<file path="config.mk">
export PLATFORM = sky130hd
export DESIGN_NAME = mdio_master
export DESIGN_NICKNAME = d
export VERILOG_FILES = /design/src/rtl/mdio_pkg.sv /design/src/rtl/mdio_clk_div.sv /design/src/rtl/mdio_master.sv
export SDC_FILE = /design/constraint.sdc
export NUM_CORES = 1
export LEC_CHECK = 0
export BUFFER_PORTS_ARGS = -buffer_cell sky130_fd_sc_hd__buf_2
export CAP_MARGIN = 20
export CORE_AREA = 2 2 118 120
export DETAILED_ROUTE_END_ITERATION = 16
export DIE_AREA = 0 0 120 122
export HOLD_SLACK_MARGIN = 0.02
export PLACE_DENSITY = 0.44
export SETUP_SLACK_MARGIN = 0.1
export SLEW_MARGIN = 20
export SYNTH_ARGS = -nofsm -noshare
export SYNTH_HDL_FRONTEND = slang
export SYNTH_HIERARCHICAL = 1
export SYNTH_SLANG_ARGS = --single-unit
</file>
<file path="constraint.sdc">
create_clock -name clk -period 2.45 [get_ports clk]
set_input_delay 0.3675 -clock clk [delete_from_list [all_inputs] [get_ports clk]]
set_output_delay 0.3675 -clock clk [all_outputs]
set_load 0.01 [all_outputs]
</file>
<file path="src/rtl/mdio_pkg.sv">
// Shared constants, request shadow type and frame builder for the clause-22 MDIO master.
package mdio_pkg;

  localparam logic [1:0] OP_WRITE   = 2'b01;
  localparam logic [1:0] OP_READ    = 2'b10;
  localparam logic [1:0] ST         = 2'b01;
  localparam int         FRAME_BITS = 64;

  localparam logic [5:0] BIT_ST   = 6'd32;
  localparam logic [5:0] BIT_TA   = 6'd46;
  localparam logic [5:0] BIT_DATA = 6'd48;
  localparam logic [5:0] BIT_LAST = 6'd63;

  typedef enum logic [1:0] {
    S_IDLE  = 2'd0,
    S_FRAME = 2'd1,
    S_DONE  = 2'd2
  } mdio_state_e;

  typedef struct packed {
    logic        write;
    logic [4:0]  phy;
    logic [4:0]  regad;
    logic [15:0] wdata;
  } mdio_req_t;

  // Full 64-bit frame, MSB transmitted first. Read frames carry 1s from TA onward;
  // the driver is released there so those bits never reach the pad.
  function automatic logic [FRAME_BITS-1:0] build_frame(input mdio_req_t r);
    return {{32{1'b1}}, ST, (r.write ? OP_WRITE : OP_READ), r.phy, r.regad,
            (r.write ? 2'b10 : 2'b11), (r.write ? r.wdata : 16'hFFFF)};
  endfunction

endpackage

</file>
<file path="src/rtl/mdio_clk_div.sv">
// MDC generator: CLK_DIV cycles low then CLK_DIV cycles high while run is set,
// with single-cycle ticks flagging the edge on which MDC is about to toggle.
module mdio_clk_div #(
  parameter int CLK_DIV = 10
) (
  input  logic clk,
  input  logic reset,
  input  logic run,
  output logic mdc,
  output logic fall_tick,
  output logic rise_tick
);

  localparam int             CW   = $clog2(CLK_DIV);
  localparam logic [CW-1:0]  LAST = CW'(CLK_DIV - 1);

  logic [CW-1:0] r_cnt;
  logic          w_wrap;

  assign w_wrap    = run && (r_cnt == LAST);
  assign rise_tick = w_wrap && !mdc;
  assign fall_tick = w_wrap && mdc;

  // Held at zero while idle so every frame starts at the top of a low phase.
  always_ff @(posedge clk) begin
    if (reset || !run) begin
      r_cnt <= '0;
      mdc   <= 1'b0;
    end else if (w_wrap) begin
      r_cnt <= '0;
      mdc   <= ~mdc;
    end else begin
      r_cnt <= r_cnt + 1'b1;
    end
  end

endmodule

</file>
<file path="src/rtl/mdio_master.sv">
// Clause-22 MDIO master: one request at a time, serialised MSB-first on MDC/MDIO,
// read data and turnaround error returned with a one-cycle rsp_valid.
module mdio_master
  import mdio_pkg::*;
#(
  parameter int CLK_DIV = 10
) (
  input  logic        clk,
  input  logic        reset,
  input  logic        req_valid,
  output logic        req_ready,
  input  logic        req_write,
  input  logic [4:0]  req_phy_addr,
  input  logic [4:0]  req_reg_addr,
  input  logic [15:0] req_wdata,
  output logic        rsp_valid,
  output logic [15:0] rsp_rdata,
  output logic        rsp_err,
  output logic        busy,
  output logic        mdc,
  output logic        mdio_o,
  output logic        mdio_oe,
  input  logic        mdio_i
);

  localparam logic [5:0] BIT_TA_PHY = BIT_TA + 6'd1;

  mdio_state_e           r_state;
  mdio_req_t             r_req;
  logic [5:0]            r_bit;
  logic [15:0]           r_rx;
  logic                  r_ta;
  logic                  r_sync1, r_sync2;

  mdio_req_t             w_req_in;
  logic [FRAME_BITS-1:0] w_frame_in;
  logic [FRAME_BITS-1:0] w_frame;
  logic [5:0]            w_nbit;
  logic                  w_run, w_fall, w_rise;

  assign w_req_in   = {req_write, req_phy_addr, req_reg_addr, req_wdata};
  assign w_frame_in = build_frame(w_req_in);
  assign w_frame    = build_frame(r_req);
  assign w_nbit     = r_bit + 6'd1;
  assign w_run      = (r_state == S_FRAME);
  assign req_ready  = (r_state == S_IDLE);
  assign busy       = ~req_ready;

  mdio_clk_div #(.CLK_DIV(CLK_DIV)) u_clk_div (
    .clk       (clk),
    .reset     (reset),
    .run       (w_run),
    .mdc       (mdc),
    .fall_tick (w_fall),
    .rise_tick (w_rise)
  );

  // mdio_i is asynchronous to clk; idle bus is pulled high.
  always_ff @(posedge clk) begin
    if (reset) begin
      r_sync1 <= 1'b1;
      r_sync2 <= 1'b1;
    end else begin
      r_sync1 <= mdio_i;
      r_sync2 <= r_sync1;
    end
  end

  always_ff @(posedge clk) begin
    if (reset) begin
      r_state   <= S_IDLE;
      r_req     <= '0;
      r_bit     <= '0;
      r_rx      <= '0;
      r_ta      <= 1'b0;
      mdio_o    <= 1'b1;
      mdio_oe   <= 1'b0;
      rsp_valid <= 1'b0;
      rsp_rdata <= '0;
      rsp_err   <= 1'b0;
    end else begin
      rsp_valid <= 1'b0;
      case (r_state)
        S_IDLE: begin
          if (req_valid) begin
            r_req   <= w_req_in;
            r_bit   <= '0;
            mdio_o  <= w_frame_in[FRAME_BITS-1];
            mdio_oe <= 1'b1;
            r_state <= S_FRAME;
          end
        end
        S_FRAME: begin
          if (w_rise) begin
            if (r_bit == BIT_TA_PHY) r_ta <= r_sync2;
            if (r_bit >= BIT_DATA)   r_rx <= {r_rx[14:0], r_sync2};
          end
          if (w_fall) begin
            if (r_bit == BIT_LAST) begin
              mdio_o    <= 1'b1;
              mdio_oe   <= 1'b0;
              rsp_valid <= 1'b1;
              rsp_rdata <= r_req.write ? 16'h0000 : r_rx;
              rsp_err   <= r_req.write ? 1'b0 : r_ta;
              r_state   <= S_DONE;
            end else begin
              // 63 - n is the bitwise inverse of a 6-bit n.
              r_bit   <= w_nbit;
              mdio_o  <= w_frame[~w_nbit];
              mdio_oe <= r_req.write || (w_nbit < BIT_TA);
            end
          end
        end
        S_DONE:  r_state <= S_IDLE;
        default: r_state <= S_IDLE;
      endcase
    end
  end

endmodule

</file>
==> Yosys cells after proc, flatten, opt, wreduce, memory -nomap -nowiden <==
Index checks and enable logic that the tools add are counted.
{ "totals": {"reg_bits": 79, "latch_bits": 0, "ram_bits": 0, "rom_bits": 0, "in_bits": 31, "output_inout_bits": 23, "word_cells": 76, "mem_count": 0} }
{ "op_classes": {"add_sub_neg": 2, "n_mul": 0, "n_div": 0, "order_cmp": 3, "eq_ne": 8, "shifts": 0, "muxes": 23, "bitwise": 5, "n_reduce_logical": 18} }
{ "op_table": {"columns": ["operator", "count"], "rows": [
  ["two-way mux 16 bit", 2],
  ["two-way mux 6 bit", 3],
  ["AND reduction 3 bit", 5],
  ["equality test 6 bit, second input constant", 2],
  ["case mux 6 bit (2 select lines)", 1],
  ["two-way mux 1 bit", 9],
  ["two-way mux 2 bit", 4],
  ["!= test 2 bit, second input constant", 4],
  ["less-than comparator 6 x 7 -> 1 bit, second input constant", 1],
  ["adder 6 x 1 -> 6 bit, second input constant", 1],
  ["binary-select mux 1 bit (select 6 bit)", 1],
  [">= comparator 6 bit, second input constant", 1],
  ["less-than comparator 6 bit, second input constant", 1],
  ["inverter 6 bit", 1],
  ["adder 4 x 1 -> 4 bit, second input constant", 1],
  ["equality test 4 bit, second input constant", 1],
  ["inverter 1 bit", 4],
  ["case mux 1 bit (2 select lines)", 2],
  ["case mux 2 bit (2 select lines)", 1],
  ["AND reduction 4 bit", 1],
  ["logical AND 1 bit", 3],
  ["OR reduction 3 bit", 1],
  ["equality test 2 x 1 -> 1 bit, second input constant", 1],
  ["zero test 1 bit", 2],
  ["5 further kinds", 6]
]} }

==> Depth between registers and ports, before layout <==
{ "depth": {"depth_word": 7, "mapped_depth": 11, "ltp_nobuf": 10} }

==> Hierarchy <==
The synthesis kept the hierarchy.
{ "by_module_without_submodules": {"columns": ["mod", "n_inst", "cells_per_inst", "area_per_inst_um2", "seq_area_each_um2"], "rows": [
  ["mdio_master", 1, 355, 3066.7, 1481.4],
  ["mdio_clk_div", 1, 22, 232.7, 100.1]
]} }

==> Least setup slack after synthesis <==
Ideal clock, no wire load.
{ "synth_timing": {"kind": "flip-flop to flip-flop", "from": "register r_state[1]", "to": "register mdio_o", "setup_time_ns": 0.125, "arrival_ns": 2.242, "required_time_ns": 2.325, "setup_slack_ns": 0.083, "path_stages_with_launch": 11, "n_path_buf": 1, "period_less_slack_ns": 2.367, "cell_sequence": "dfxtp_1 nand2b_1 buf_4 inv_2 nand3_1 nor3b_1 mux2i_1 nor2_2 nand2_1 or4_1 o41a_1"} }
{ "synth_between": {"elab_chain_cells": 5, "elab_cells_between_ends": 9, "classes_between": "3 x eq/ne; 1 x mux; 5 x reduce/logical"} }
{ "synth_rtl": {"columns": ["item", "line_no", "text"], "rows": [
  ["start, declared", "mdio_master.sv:28", "mdio_state_e r_state;"],
  ["start signal, assigned", "mdio_master.sv:71", "r_state <= S_IDLE;"],
  ["start signal, assigned", "mdio_master.sv:90", "r_state <= S_FRAME;"],
  ["start signal, assigned", "mdio_master.sv:105", "r_state <= S_DONE;"],
  ["equality test 2 x 1 -> 1 bit", "mdio_master.sv:45", "assign w_run = (r_state == S_FRAME);"],
  ["net w_run", "mdio_master.sv:39", "logic w_run, w_fall, w_rise;"],
  ["logical AND 1 bit", "mdio_clk_div.sv:20", "assign w_wrap = run && (r_cnt == LAST);"],
  ["logical AND 1 bit", "mdio_clk_div.sv:22", "assign fall_tick = w_wrap && mdc;"],
  ["net w_fall", "mdio_master.sv:39", null],
  ["!= test 2 bit (no source line)", null, null],
  ["AND reduction 3 bit (no source line)", null, null],
  ["end signal, assigned", "mdio_master.sv:88", "mdio_o <= w_frame_in[FRAME_BITS-1];"],
  ["end signal, assigned", "mdio_master.sv:109", "mdio_o <= w_frame[~w_nbit];"],
  ["end, declared", "mdio_master.sv:21", "output logic mdio_o,"]
]} }
The timed path passes the listed nets, and every way through them passes these cells.
A chain may end at the register's enable or synchronous reset.

==> Worst setup path after layout <==
Same ends and word-level chain as after synthesis.

==> metrics.cfg <==
[drt]
wl_microns = 7823
first_iter_violations = 221
wl_per_cell_microns = 12.74
dr.pass1.iters = 4
drtAntennaViolNets = 0
drc = 0
vias = 2760
via_per_inst = 4.495

[timing]
relSlewSlack_pct = 56.10
fin_crit_ns = 2.266
period_share_pct = 92.48
maxSlewViolCount = 0
setup_violations = 0
fin_tns_setup_ns = 0
fmax_ghz = 0.4414
hold_viol_final = 0
worst_slew_pin_slew_ns = 0.6493
rsz0062_at_grt = yes
clock_skew_ns = 0.01071

[yosys]
syn-num-nets = 411
synthFlopType = dfxtp_1
synth_cell_types = 46
syn-instance-count = 377
yosysMostFrequentCell = nand2_1
synth_seq_cells = 79
synth_common_cells = 96 x nand2_1, 79 x dfxtp_1, 54 x a21oi_1
yosysTopAreaCell = dfxtp_1
synth_edf_count = 0
ys_warn_count = 6
synthesis.area_sq_um = 3299
yosysSeqAreaShare_pct = 47.93
yosysTopAreaCellShare_pct = 47.93
async_flop_share_pct = 0
syn_avg_cell_area_sq_um = 8.752
synth_area_leaders = dfxtp_1 48%, nand2_1 11%, a21oi_1 8.2%, a22o_1 4.5%, mux4_2 4.1%

[critical_path]
cp_slowest_cell = or4_1
slowest_delay_ns = 0.47
end_kind = flop
r2r_start = r_state[1]
crit_family = simple AND/OR/NAND/NOR gates
cp_cell_sequence = nand2b_4 -> inv_4 -> nand3_4 -> nor3b_4 -> mux2i_1 -> nor2_2 -> nand2_1 -> or4_1 -> o41a_1
cp_max_fo = 5
startpoint_type = flop
cp_num_buf_inv = 1
cp.required_ns = 2.67
crit_type = reg -> reg
crit_arrival_ns = 2.49
startpoint = r_state[1]

[flow_run]
max_cap_violations = 0

[clock_network]
clock_latency_ns = 0.34
cts_tree = yes
cts.clk_slew.worst_paths_ns = 0.06
hold_buffers = 0
numCtsBuffers = 9
clockRootBuffer = clkbuf_16
htree_levels = 3
clk_path_buf_depth = 2
clock_sinks = 79

[global_route]
grt_use_met2_pct = 17.01
antenna_found_initial = 0
overflow = 0
grt_most_used_layer = met2
track_usage_pct = 11.09
grt_pass1_wl_microns = 12650
grt_max_degree = 38
first_global_vias = 2656
grtUsageMet1_pct = 14.15
use_met3_pct = 3.792

[place]
dp_hpwl_microns = 5262
io_buffers = 53
gp_congestion = 0.8482
place_inst = 597

[floorplan]
initial_core_util_pct = 24.43
die_y_microns = 122
pin_count = 54
rows = 43
die_x_microns = 120
core_area_sq_um = 13500
dieArea_sq_um = 14640

[worst_hold_path]
hold_start = mdio_i
hold_path.class = in -> reg

[final_layout]
area.growth.synth_to_final_pct = 25.10
drive_above_1_share_pct = 25.35
n_antenna_cell = 0
utilization_pct = 30.57
layout.nets = 464
stdcell_count = 614

[power_and_ir_drop]
p_int_uw = 2293
p_comb_share_pct = 6.6
p_switching_uw = 669.5
clkPwrFrac_pct = 48.2
power_leakage_uw = 0.001593
p_seq_share_pct = 45.2
peakVddDrop_mv = 0.4108
swShare_pct = 22.60
powerDensity_nw_per_um2 = 717.6

[outcome]
status = finished, final reports clean

==> through the flow <==
| step | power (uW) | setup WS (ns) | instance area, sq um | hold slack, ns |
|---|---|---|---|---|
| after floorplan | 1487 | 0.1704 | 3304 | 0.3895 |
| after global placement | 1554 | 0.1733 | 3752 | 0.3938 |
| after detailed placement | 1557 | 0.1106 | 3752 | 0.3992 |
| after CTS | 2999 | 0.1099 | 4066 | 0.2196 |
| after global routing | 3101 | 0.06541 | 4128 | 0.2216 |
| final | 2962 | 0.1843 | 4128 | 0.2229 |
==> power by group through the flow <==
| stage | combinational [uW] | sequential, uW | clock, uW |
|---|---|---|---|
| after floorplan | 129 | 1360 | 0 |
| after CTS | 190 | 1340 | 1470 |
| after global placement | 187 | 1370 | 0 |
| after detailed placement | 190 | 1370 | 0 |
| after global routing | 222 | 1340 | 1540 |
| final | 195 | 1340 | 1430 |
==> worst register-to-register path: stages, from the launching register on <==
cell and delay, ns:
dfxtp_2 0.33, nand2b_4 0.15, inv_4 0.06, nand3_4 0.09, nor3b_4 0.24, mux2i_1 0.14, nor2_2 0.19, nand2_1 0.09
or4_1 0.47, o41a_1 0.38
==> what timing repair did <==
action                     CTS  global route
setup endpoints to repair    1             5
buffers inserted             0             2
pin swaps                    0             3
resized for setup            1            13
cloned                       0             0
==> layout by cell type, fill, tap and decap left out, types with 3 or more instances in the layout <==
master and n:
nand2_1 96, nor3_1 6, clkbuf_16 9, xor2_1 3, dfxtp_2 4, nor2b_1 6
a22oi_1 3, a21oi_1 54, a22o_1 17, mux4_2 6, buf_4 14, nor2_2 3
nor2_1 20, inv_1 3, buf_2 53, o21ai_0 12, mux2i_1 4, dfxtp_1 75
==> routing by layer <==
layer	routed length [microns]	share of wire, %
met5	0	0
met4	165	2.1
met3	326	4.2
met2	3547	45
met1	3783	48
==> worst paths after layout <==
path	end	slack [ns]	cells past startpoint
setup / recovery	mdio_o	0.18	9
hold / removal	r_sync1	0.22	2
setup reg to reg	mdio_o	0.18	9
hold reg to reg	r_sync2	0.40	1
==> final cells by class <==
type / count / area (sq um)
multi-input combinational: 268 / 1613
fill: 1455 / 9376
clock buffer: 10 / 229.0
clock inverter: 5 / 82.58
sequential: 79 / 1587
tap: 180 / 225.2
inverter: 5 / 21.27
timing repair buffer: 67 / 370.4
==> sequential cells by signal, summed over array words and instances (netlist names) <==
| signal | count |
|---|---|
| rsp_valid | 1 |
| mdio_o | 1 |
| rsp_rdata | 16 |
| r_sync2 | 1 |
| mdio_oe | 1 |
| r_req | 27 |
| r_state | 2 |
| rsp_err | 1 |
| u_clk_div/r_cnt | 4 |
| r_sync1 | 1 |
| r_bit | 6 |
| u_clk_div/mdc | 1 |
| r_rx | 16 |
| r_ta | 1 |
==> cells by family after synthesis <==
| family | synth area share [%] |
|---|---|
| XOR/XNOR | 1.821 |
| adder cells (fa/ha/maj) | 1.138 |
| multiplexers | 5.309 |
| flip-flops | 47.93 |
| AO/OA/AOI/OAI | 17.22 |
| buffers and inverters | 4.588 |
| AND/OR/NAND/NOR | 22.00 |
No activity file was read; power rests on OpenSTA's default activity.
